File: config.mk
export PLATFORM = sky130hd
export DESIGN_NAME = condition_logic_vec_flat
export DESIGN_NICKNAME = d
export VERILOG_FILES = /design/src/rtl/condition_logic_vec_if.sv /design/src/rtl/condition_logic_vec.sv /design/src/flat_wrapper.sv
export SDC_FILE = /design/constraint.sdc
export NUM_CORES = 1
export LEC_CHECK = 0
export BUFFER_PORTS_ARGS = -buffer_cell sky130_fd_sc_hd__clkbuf_2
export CORE_UTILIZATION = 47
export CTS_CLUSTER_SIZE = 14
export DETAILED_ROUTE_END_ITERATION = 6
export PLACE_DENSITY = 0.85
export SYNTH_ARGS = -nofsm -noshare
export SYNTH_HDL_FRONTEND = slang
export SYNTH_SLANG_ARGS = --single-unit
File: constraint.sdc
create_clock -name clk -period 2.3 [get_ports clk]
set_clock_uncertainty 0.05 [all_clocks]
set_input_delay 0.345 -clock clk [delete_from_list [all_inputs] [get_ports clk]]
set_output_delay 0.345 -clock clk [all_outputs]
set_load 0.005 [all_outputs]
File: src/rtl/condition_logic_vec_if.sv
// Bus bundle for condition_logic_vec: decoder-side requests in, gated controls out.
// The decoder/control side uses the master modport; the unit itself uses slave.
interface condition_logic_vec_if #(
  parameter int unsigned LANES       = 4,
  parameter int unsigned STACK_DEPTH = 4
);
  localparam int unsigned CW = $clog2(STACK_DEPTH + 1);

  logic [2:0]         Opcode;
  logic [4*LANES-1:0] ALUFlags;
  logic [1:0]         FlagW;
  logic               PCS;
  logic               RegW;
  logic               MemW;
  logic [LANES-1:0]   lane_en;
  logic               stall;
  logic               flag_push;
  logic               flag_pop;

  logic [LANES-1:0]   cond_ex;
  logic               PCSrc;
  logic [LANES-1:0]   RegWrite;
  logic [LANES-1:0]   MemWrite;
  logic [4*LANES-1:0] flags_q;
  logic [CW-1:0]      stack_count;
  logic               stack_full;
  logic               stack_empty;
  logic               stack_err;

  modport master (
    output Opcode, ALUFlags, FlagW, PCS, RegW, MemW, lane_en, stall, flag_push, flag_pop,
    input  cond_ex, PCSrc, RegWrite, MemWrite, flags_q, stack_count,
           stack_full, stack_empty, stack_err
  );

  modport slave (
    input  Opcode, ALUFlags, FlagW, PCS, RegW, MemW, lane_en, stall, flag_push, flag_pop,
    output cond_ex, PCSrc, RegWrite, MemWrite, flags_q, stack_count,
           stack_full, stack_empty, stack_err
  );
endinterface

File: src/rtl/condition_logic_vec.sv
// condition_logic_vec: per-lane NZCV flags, condition evaluation and gating of
// PCSrc / RegWrite / MemWrite, with an optional flag save/restore stack.
// Define CL_FLAG_STACK_EN to build the save/restore stack; without it the stack
// ports read as a permanently empty-and-full stack that never errors.
module condition_logic_vec #(
  parameter int unsigned LANES       = 4,
  parameter int unsigned STACK_DEPTH = 4
) (
  input logic                  clk,
  input logic                  rst,
  condition_logic_vec_if.slave bus
);
  localparam int unsigned CW = $clog2(STACK_DEPTH + 1);
  localparam int unsigned FW = 4 * LANES;

  logic [FW-1:0]    r_flags;
  logic [FW-1:0]    w_flags_wr;
  logic [FW-1:0]    w_flags_d;
  logic [LANES-1:0] w_cond;
  logic [LANES-1:0] w_cond_ex;

  // Per-lane condition evaluation on the registered flags
  always_comb begin
    w_cond = '0;
    for (int unsigned l = 0; l < LANES; l++) begin
      unique case (bus.Opcode)
        3'b000:  w_cond[l] = 1'b1;
        3'b001:  w_cond[l] = r_flags[4*l+2];
        3'b010:  w_cond[l] = ~r_flags[4*l+2];
        3'b011:  w_cond[l] = r_flags[4*l+3] ^ r_flags[4*l];
        3'b100:  w_cond[l] = ~(r_flags[4*l+3] ^ r_flags[4*l]);
        3'b101:  w_cond[l] = r_flags[4*l+1];
        3'b110:  w_cond[l] = ~r_flags[4*l+1];
        default: w_cond[l] = 1'b0;
      endcase
    end
    w_cond_ex = bus.lane_en & w_cond;
  end

  assign bus.cond_ex  = w_cond_ex;
  assign bus.PCSrc    = bus.PCS & w_cond_ex[0];
  assign bus.RegWrite = {LANES{bus.RegW}} & w_cond_ex;
  assign bus.MemWrite = {LANES{bus.MemW}} & w_cond_ex;
  assign bus.flags_q  = r_flags;

  // Conditional NZ / CV field writes, only on lanes whose condition passed
  always_comb begin
    w_flags_wr = r_flags;
    for (int unsigned l = 0; l < LANES; l++) begin
      if (bus.FlagW[1] && w_cond_ex[l])
        w_flags_wr[4*l+3 -: 2] = bus.ALUFlags[4*l+3 -: 2];
      if (bus.FlagW[0] && w_cond_ex[l])
        w_flags_wr[4*l+1 -: 2] = bus.ALUFlags[4*l+1 -: 2];
    end
  end

`ifdef CL_FLAG_STACK_EN
  localparam int unsigned IW = (STACK_DEPTH > 1) ? $clog2(STACK_DEPTH) : 1;

  logic [FW-1:0] r_stack [STACK_DEPTH];
  logic [CW-1:0] r_count;
  logic          r_err;
  logic          w_full;
  logic          w_empty;
  logic          w_push_req;
  logic          w_pop_req;
  logic          w_do_push;
  logic          w_do_pop;
  logic          w_err;
  logic [IW-1:0] w_wr_idx;
  logic [IW-1:0] w_rd_idx;

  assign w_full   = (r_count == CW'(STACK_DEPTH));
  assign w_empty  = (r_count == '0);
  assign w_wr_idx = IW'(r_count);
  assign w_rd_idx = IW'(r_count - CW'(1));

  // Stack request decode; simultaneous push+pop executes neither and flags an error
  always_comb begin
    w_push_req = bus.flag_push & ~bus.flag_pop;
    w_pop_req  = bus.flag_pop & ~bus.flag_push;
    w_do_push  = ~bus.stall & w_push_req & ~w_full;
    w_do_pop   = ~bus.stall & w_pop_req & ~w_empty;
    w_err      = ~bus.stall & ((bus.flag_push & bus.flag_pop) |
                               (w_push_req & w_full) | (w_pop_req & w_empty));
  end

  // A pop restore wins over any same-cycle flag write on every lane
  always_comb begin
    w_flags_d = w_flags_wr;
    if (w_do_pop)
      w_flags_d = r_stack[w_rd_idx];
  end

  // Snapshot storage: no reset, entries above count are never read
  always_ff @(posedge clk) begin
    if (!rst && w_do_push)
      r_stack[w_wr_idx] <= r_flags;
  end

  // Occupancy counter and registered error pulse
  always_ff @(posedge clk) begin
    if (rst) begin
      r_count <= '0;
      r_err   <= 1'b0;
    end else begin
      r_err <= w_err;
      if (w_do_push)
        r_count <= r_count + CW'(1);
      else if (w_do_pop)
        r_count <= r_count - CW'(1);
    end
  end

  assign bus.stack_count = r_count;
  assign bus.stack_full  = w_full;
  assign bus.stack_empty = w_empty;
  assign bus.stack_err   = r_err;
`else
  logic w_unused_stack;

  assign w_unused_stack  = bus.flag_push ^ bus.flag_pop;
  assign w_flags_d       = w_flags_wr;
  assign bus.stack_count = '0;
  assign bus.stack_full  = 1'b1;
  assign bus.stack_empty = 1'b1;
  assign bus.stack_err   = 1'b0;
`endif

  // Flag register: reset clears, stall freezes
  always_ff @(posedge clk) begin
    if (rst)
      r_flags <= '0;
    else if (!bus.stall)
      r_flags <= w_flags_d;
  end
endmodule

File: src/flat_wrapper.sv
// flat-port wrapper written by rule: the top's interface ports become plain ports
module condition_logic_vec_flat 
#(
  parameter int unsigned LANES       = 4,
  parameter int unsigned STACK_DEPTH = 4
)
  (clk, rst, bus_Opcode, bus_ALUFlags, bus_FlagW, bus_PCS, bus_RegW, bus_MemW, bus_lane_en, bus_stall, bus_flag_push, bus_flag_pop, bus_cond_ex, bus_PCSrc, bus_RegWrite, bus_MemWrite, bus_flags_q, bus_stack_count, bus_stack_full, bus_stack_empty, bus_stack_err);
  condition_logic_vec_if #(.LANES(LANES), .STACK_DEPTH(STACK_DEPTH)) bus_i ();
  input logic clk;
  input logic rst;
  input wire logic [$bits(bus_i.Opcode)-1:0] bus_Opcode;
  input wire logic [$bits(bus_i.ALUFlags)-1:0] bus_ALUFlags;
  input wire logic [$bits(bus_i.FlagW)-1:0] bus_FlagW;
  input wire logic [$bits(bus_i.PCS)-1:0] bus_PCS;
  input wire logic [$bits(bus_i.RegW)-1:0] bus_RegW;
  input wire logic [$bits(bus_i.MemW)-1:0] bus_MemW;
  input wire logic [$bits(bus_i.lane_en)-1:0] bus_lane_en;
  input wire logic [$bits(bus_i.stall)-1:0] bus_stall;
  input wire logic [$bits(bus_i.flag_push)-1:0] bus_flag_push;
  input wire logic [$bits(bus_i.flag_pop)-1:0] bus_flag_pop;
  output wire logic [$bits(bus_i.cond_ex)-1:0] bus_cond_ex;
  output wire logic [$bits(bus_i.PCSrc)-1:0] bus_PCSrc;
  output wire logic [$bits(bus_i.RegWrite)-1:0] bus_RegWrite;
  output wire logic [$bits(bus_i.MemWrite)-1:0] bus_MemWrite;
  output wire logic [$bits(bus_i.flags_q)-1:0] bus_flags_q;
  output wire logic [$bits(bus_i.stack_count)-1:0] bus_stack_count;
  output wire logic [$bits(bus_i.stack_full)-1:0] bus_stack_full;
  output wire logic [$bits(bus_i.stack_empty)-1:0] bus_stack_empty;
  output wire logic [$bits(bus_i.stack_err)-1:0] bus_stack_err;
  assign bus_i.Opcode = bus_Opcode;
  assign bus_i.ALUFlags = bus_ALUFlags;
  assign bus_i.FlagW = bus_FlagW;
  assign bus_i.PCS = bus_PCS;
  assign bus_i.RegW = bus_RegW;
  assign bus_i.MemW = bus_MemW;
  assign bus_i.lane_en = bus_lane_en;
  assign bus_i.stall = bus_stall;
  assign bus_i.flag_push = bus_flag_push;
  assign bus_i.flag_pop = bus_flag_pop;
  assign bus_cond_ex = bus_i.cond_ex;
  assign bus_PCSrc = bus_i.PCSrc;
  assign bus_RegWrite = bus_i.RegWrite;
  assign bus_MemWrite = bus_i.MemWrite;
  assign bus_flags_q = bus_i.flags_q;
  assign bus_stack_count = bus_i.stack_count;
  assign bus_stack_full = bus_i.stack_full;
  assign bus_stack_empty = bus_i.stack_empty;
  assign bus_stack_err = bus_i.stack_err;
  condition_logic_vec #(.LANES(LANES), .STACK_DEPTH(STACK_DEPTH)) u_core (.clk(clk), .rst(rst), .bus(bus_i));
endmodule
==> metrics.md <==
| Metric | Value |
|---|---|
| Clk buf depth | 2 |
| Final Hold Fails | 0 |
| RSZ-0062 raised after global routing | false |
| Antenna violations before repair | 0 |
| Maximum clock frequency | 462 MHz |
| Top cell type's share of synthesized area | 0.268 |
| Syn Inst Count | 140 |
| Initial DRC count | 17 |
| CP Data Required Time | ~1.9 ns |
| Proportion of layout cells with a drive suffix above 1 | 0.361 |
| Setup TNS | 0 ns |
| Crit-path max FO | 3 |
| CTS tree | built |
| Internal power | 413 uW |
| Worst reg-to-reg setup slack | 0.68 ns |
| Xor/xnor cell area share of the yosys netlist | 0.0293 |
| FILL cells | about 220 |
| # diodes | 0 |
| Switching power | around 170 uW |
| DP Wirelength | 2.21 mm |
| Synth top area cells | dfxtp_1 (27%), nand2b_1 (20%), mux2i_1 (17%) |
| Hold Path Class | primary input to flop |
| Global-route wire length before repair | 4.44 mm |
| Per-cell routed wire length | ~13 microns |
| Die height | 52.5 microns |
| Final #Nets | 229 |
| Vias in the first global route | around 1000 |
| Post-synthesis mux area share | 0.167 |
| Clock period minus worst slack | 2.16 ns |
| Post-route ant nets | 0 |
| Critical Path Start Type | flop |
| Max-cap viol count | 0 |
| Clock power share | 0.259 |
| Maximum VDD drop | 0.258 mV |
| GRT Total Usage | 0.218 |
| Max FFs per register | 16 |
| Largest net degree at the start of global routing | 33 |
| Total area of sequential cells | 320 sq um |
| Die width | ~52 microns |
| Area of the multi-input gates | 795 sq um |
| Sequential share of power | 0.495 |
| Total CTS buffers | 3 |
| Status | finished clean |
| Post CTS Setup Buffer Count | 0 |
| Power per Cell Area | between 300 and 400 nW/um^2 |
| Crit Path Class | flop to primary output |
| H-tree levels | 1 |
| CTS resizes | 0 |
| Syn-to-layout area delta | 24.5% |
| Main combinational cell family by area after synthesis | simple AND/OR/NAND/NOR gates |
| Number of I/O pins | between 60 and 70 |
| Post-cts hold buffer count | 0 |
| Total Power Consumption | between 500 and 600 uW |
| DRC violations left | 0 |
| Routability Congestion | 0.824 |
| Adder-Cell Fraction of Synth Area | 0 |
| Comb power frac | 0.246 |
| Final period utilization | 0.940 |
| Slew Limit Fails | 0 |
| FP Rows | 17 |
| Synth Register Bits | 16 |
| Initial core utilization | 0.521 |
| Drt total wl | roughly 2.8 mm |
| Synth area leader | dfxtp_1 |
| Synth cell types | 26 |
| Simple-Gate Fraction of Synth Area | 0.310 |
| Final setup fails | 0 |
| Avg Inst Size Synth | 8.55 sq um |
| Skew-Pair Late Insertion Delay | 0.29 ns |
| Synth Area in Compound Gates | 0.131 |
| Worst path arrival time | 1.77 ns |
| Root Driver | clkbuf_4 |
| Post-synthesis sequential area ratio | 0.268 |
| Gr ovfl total | 0 |
| Router iterations before antenna repair | 4 |
| Clock Sinks | 16 |
| Fin Hold WS | 0.230 ns |
| Total number of vias | 1175 |
| Ys Warns | 0 |
| Die area | 2750 sq um |
| Mapped cell area | approximately 1200 sq um |
| Cell leakage power | 0.710 nW |
| CTS clk-pin slew, worst paths | 0.09 ns |
| Core ar. | around 2300 sq um |
| Crit path capture type | primary output |
| IO buf count | 59 |
| Vias per cell | 5.29 |
| Sw frac | 0.291 |
worst max-delay path, cell delays in order (launching register included):
cell and delay [ns]:
dfxtp_1 0.38, xor2_1 0.21, mux2i_1 0.11, a221oi_2 0.40
nand2b_1 0.21, nor2_1 0.06, clkbuf_2 0.11
per-layer routing:
layer | vias up | share of wire | track usage
li1 | 567 | - | -
met1 | 535 | 0.40 | 0.261
met2 | 66 | 0.49 | 0.380
met3 | 7 | 0.085 | 0.0261
met4 | 0 | 0.022 | 0.105
met5 | - | 0 | 0
kinds of logic after synthesis:
logic type,count (synthesis)
buffers and inverters,18
other,2
muxes,20
and+or+nand+nor,64
DFF,16
AOI/OAI and AO/OA,16
xor gates and xnor gates,4
final cells by class:
type	count	area share
timing repair buffer	59	0.198
multi-input combinational	110	0.533
inverter	6	0.0151
tap	28	0.0235
sequential	16	0.215
clock buffer	3	0.0151
cells in the mapped netlist:
library cell	n
a211oi_1	3
a21oi_1	1
a221oi_2	1
a31o_1	1
a31oi_1	1
and2_1	3
buf_2	1
buf_4	6
buf_6	2
clkbuf_1	3
conb_1	2
dfxtp_1	16
inv_1	6
mux2i_1	20
nand2_1	4
nand2b_1	38
nand3_1	2
nand3b_1	1
nor2_1	12
nor2_2	2
nor3b_2	2
o2111a_1	3
o22ai_1	3
o31ai_2	2
o31ai_4	1
xor2_1	4
power by group through the flow:
| stage | Sequential (mW) | Clock (mW) | Combinational [mW] |
|---|---|---|---|
| 6_report | 0.289 | 0.151 | 0.144 |
| 3_5_place_dp | 0.295 | 0 | 0.142 |
| 2_1_floorplan | 0.294 | 0 | 0.0942 |
| 4_1_cts | 0.289 | 0.156 | 0.142 |
| 3_3_place_gp | 0.294 | 0 | 0.136 |
| 5_1_grt | 0.290 | 0.169 | 0.159 |
cell usage in the layout, fill, tap and decap left out, types with 2 or more instances in the layout:
| cell type | n |
|---|---|
| a211oi_1 | 3 |
| and2_1 | 3 |
| clkbuf_2 | 59 |
| clkbuf_4 | 3 |
| conb_1 | 6 |
| dfxtp_1 | 16 |
| inv_1 | 6 |
| mux2i_1 | 20 |
| nand2_1 | 4 |
| nand2b_1 | 38 |
| nand3_1 | 2 |
| nor2_1 | 12 |
| nor2_2 | 2 |
| nor3b_2 | 2 |
| o2111a_1 | 3 |
| o22ai_1 | 3 |
| o31ai_4 | 2 |
| xor2_1 | 4 |
stage by stage:
step	util	setup slack [ns]	cells	instance area, sq um
global route	0.649	0.00817	222	1490
finish	0.649	0.137	222	1490
floorplan	-	0.606	144	1210
CTS	0.645	0.103	222	1480
detailed placement	0.635	0.195	219	1460
global placement	0.635	0.269	219	1460
worst paths after layout:
path | startpoint | end | cells past startpoint
worst max-delay path | u_core.bus.flags_q[11]$_SDFFE_PP0P_ | bus_RegWrite[2] | 6
worst min register to register | u_core.bus.flags_q[11]$_SDFFE_PP0P_ | u_core.bus.flags_q[11]$_SDFFE_PP0P_ | 2
worst min-delay path | bus_ALUFlags[6] | u_core.bus.flags_q[6]$_SDFFE_PP0P_ | 3
worst max register to register | u_core.bus.flags_q[3]$_SDFFE_PP0P_ | u_core.bus.flags_q[1]$_SDFFE_PP0P_ | 5
Note: power is estimated with default switching activity, not from simulation.
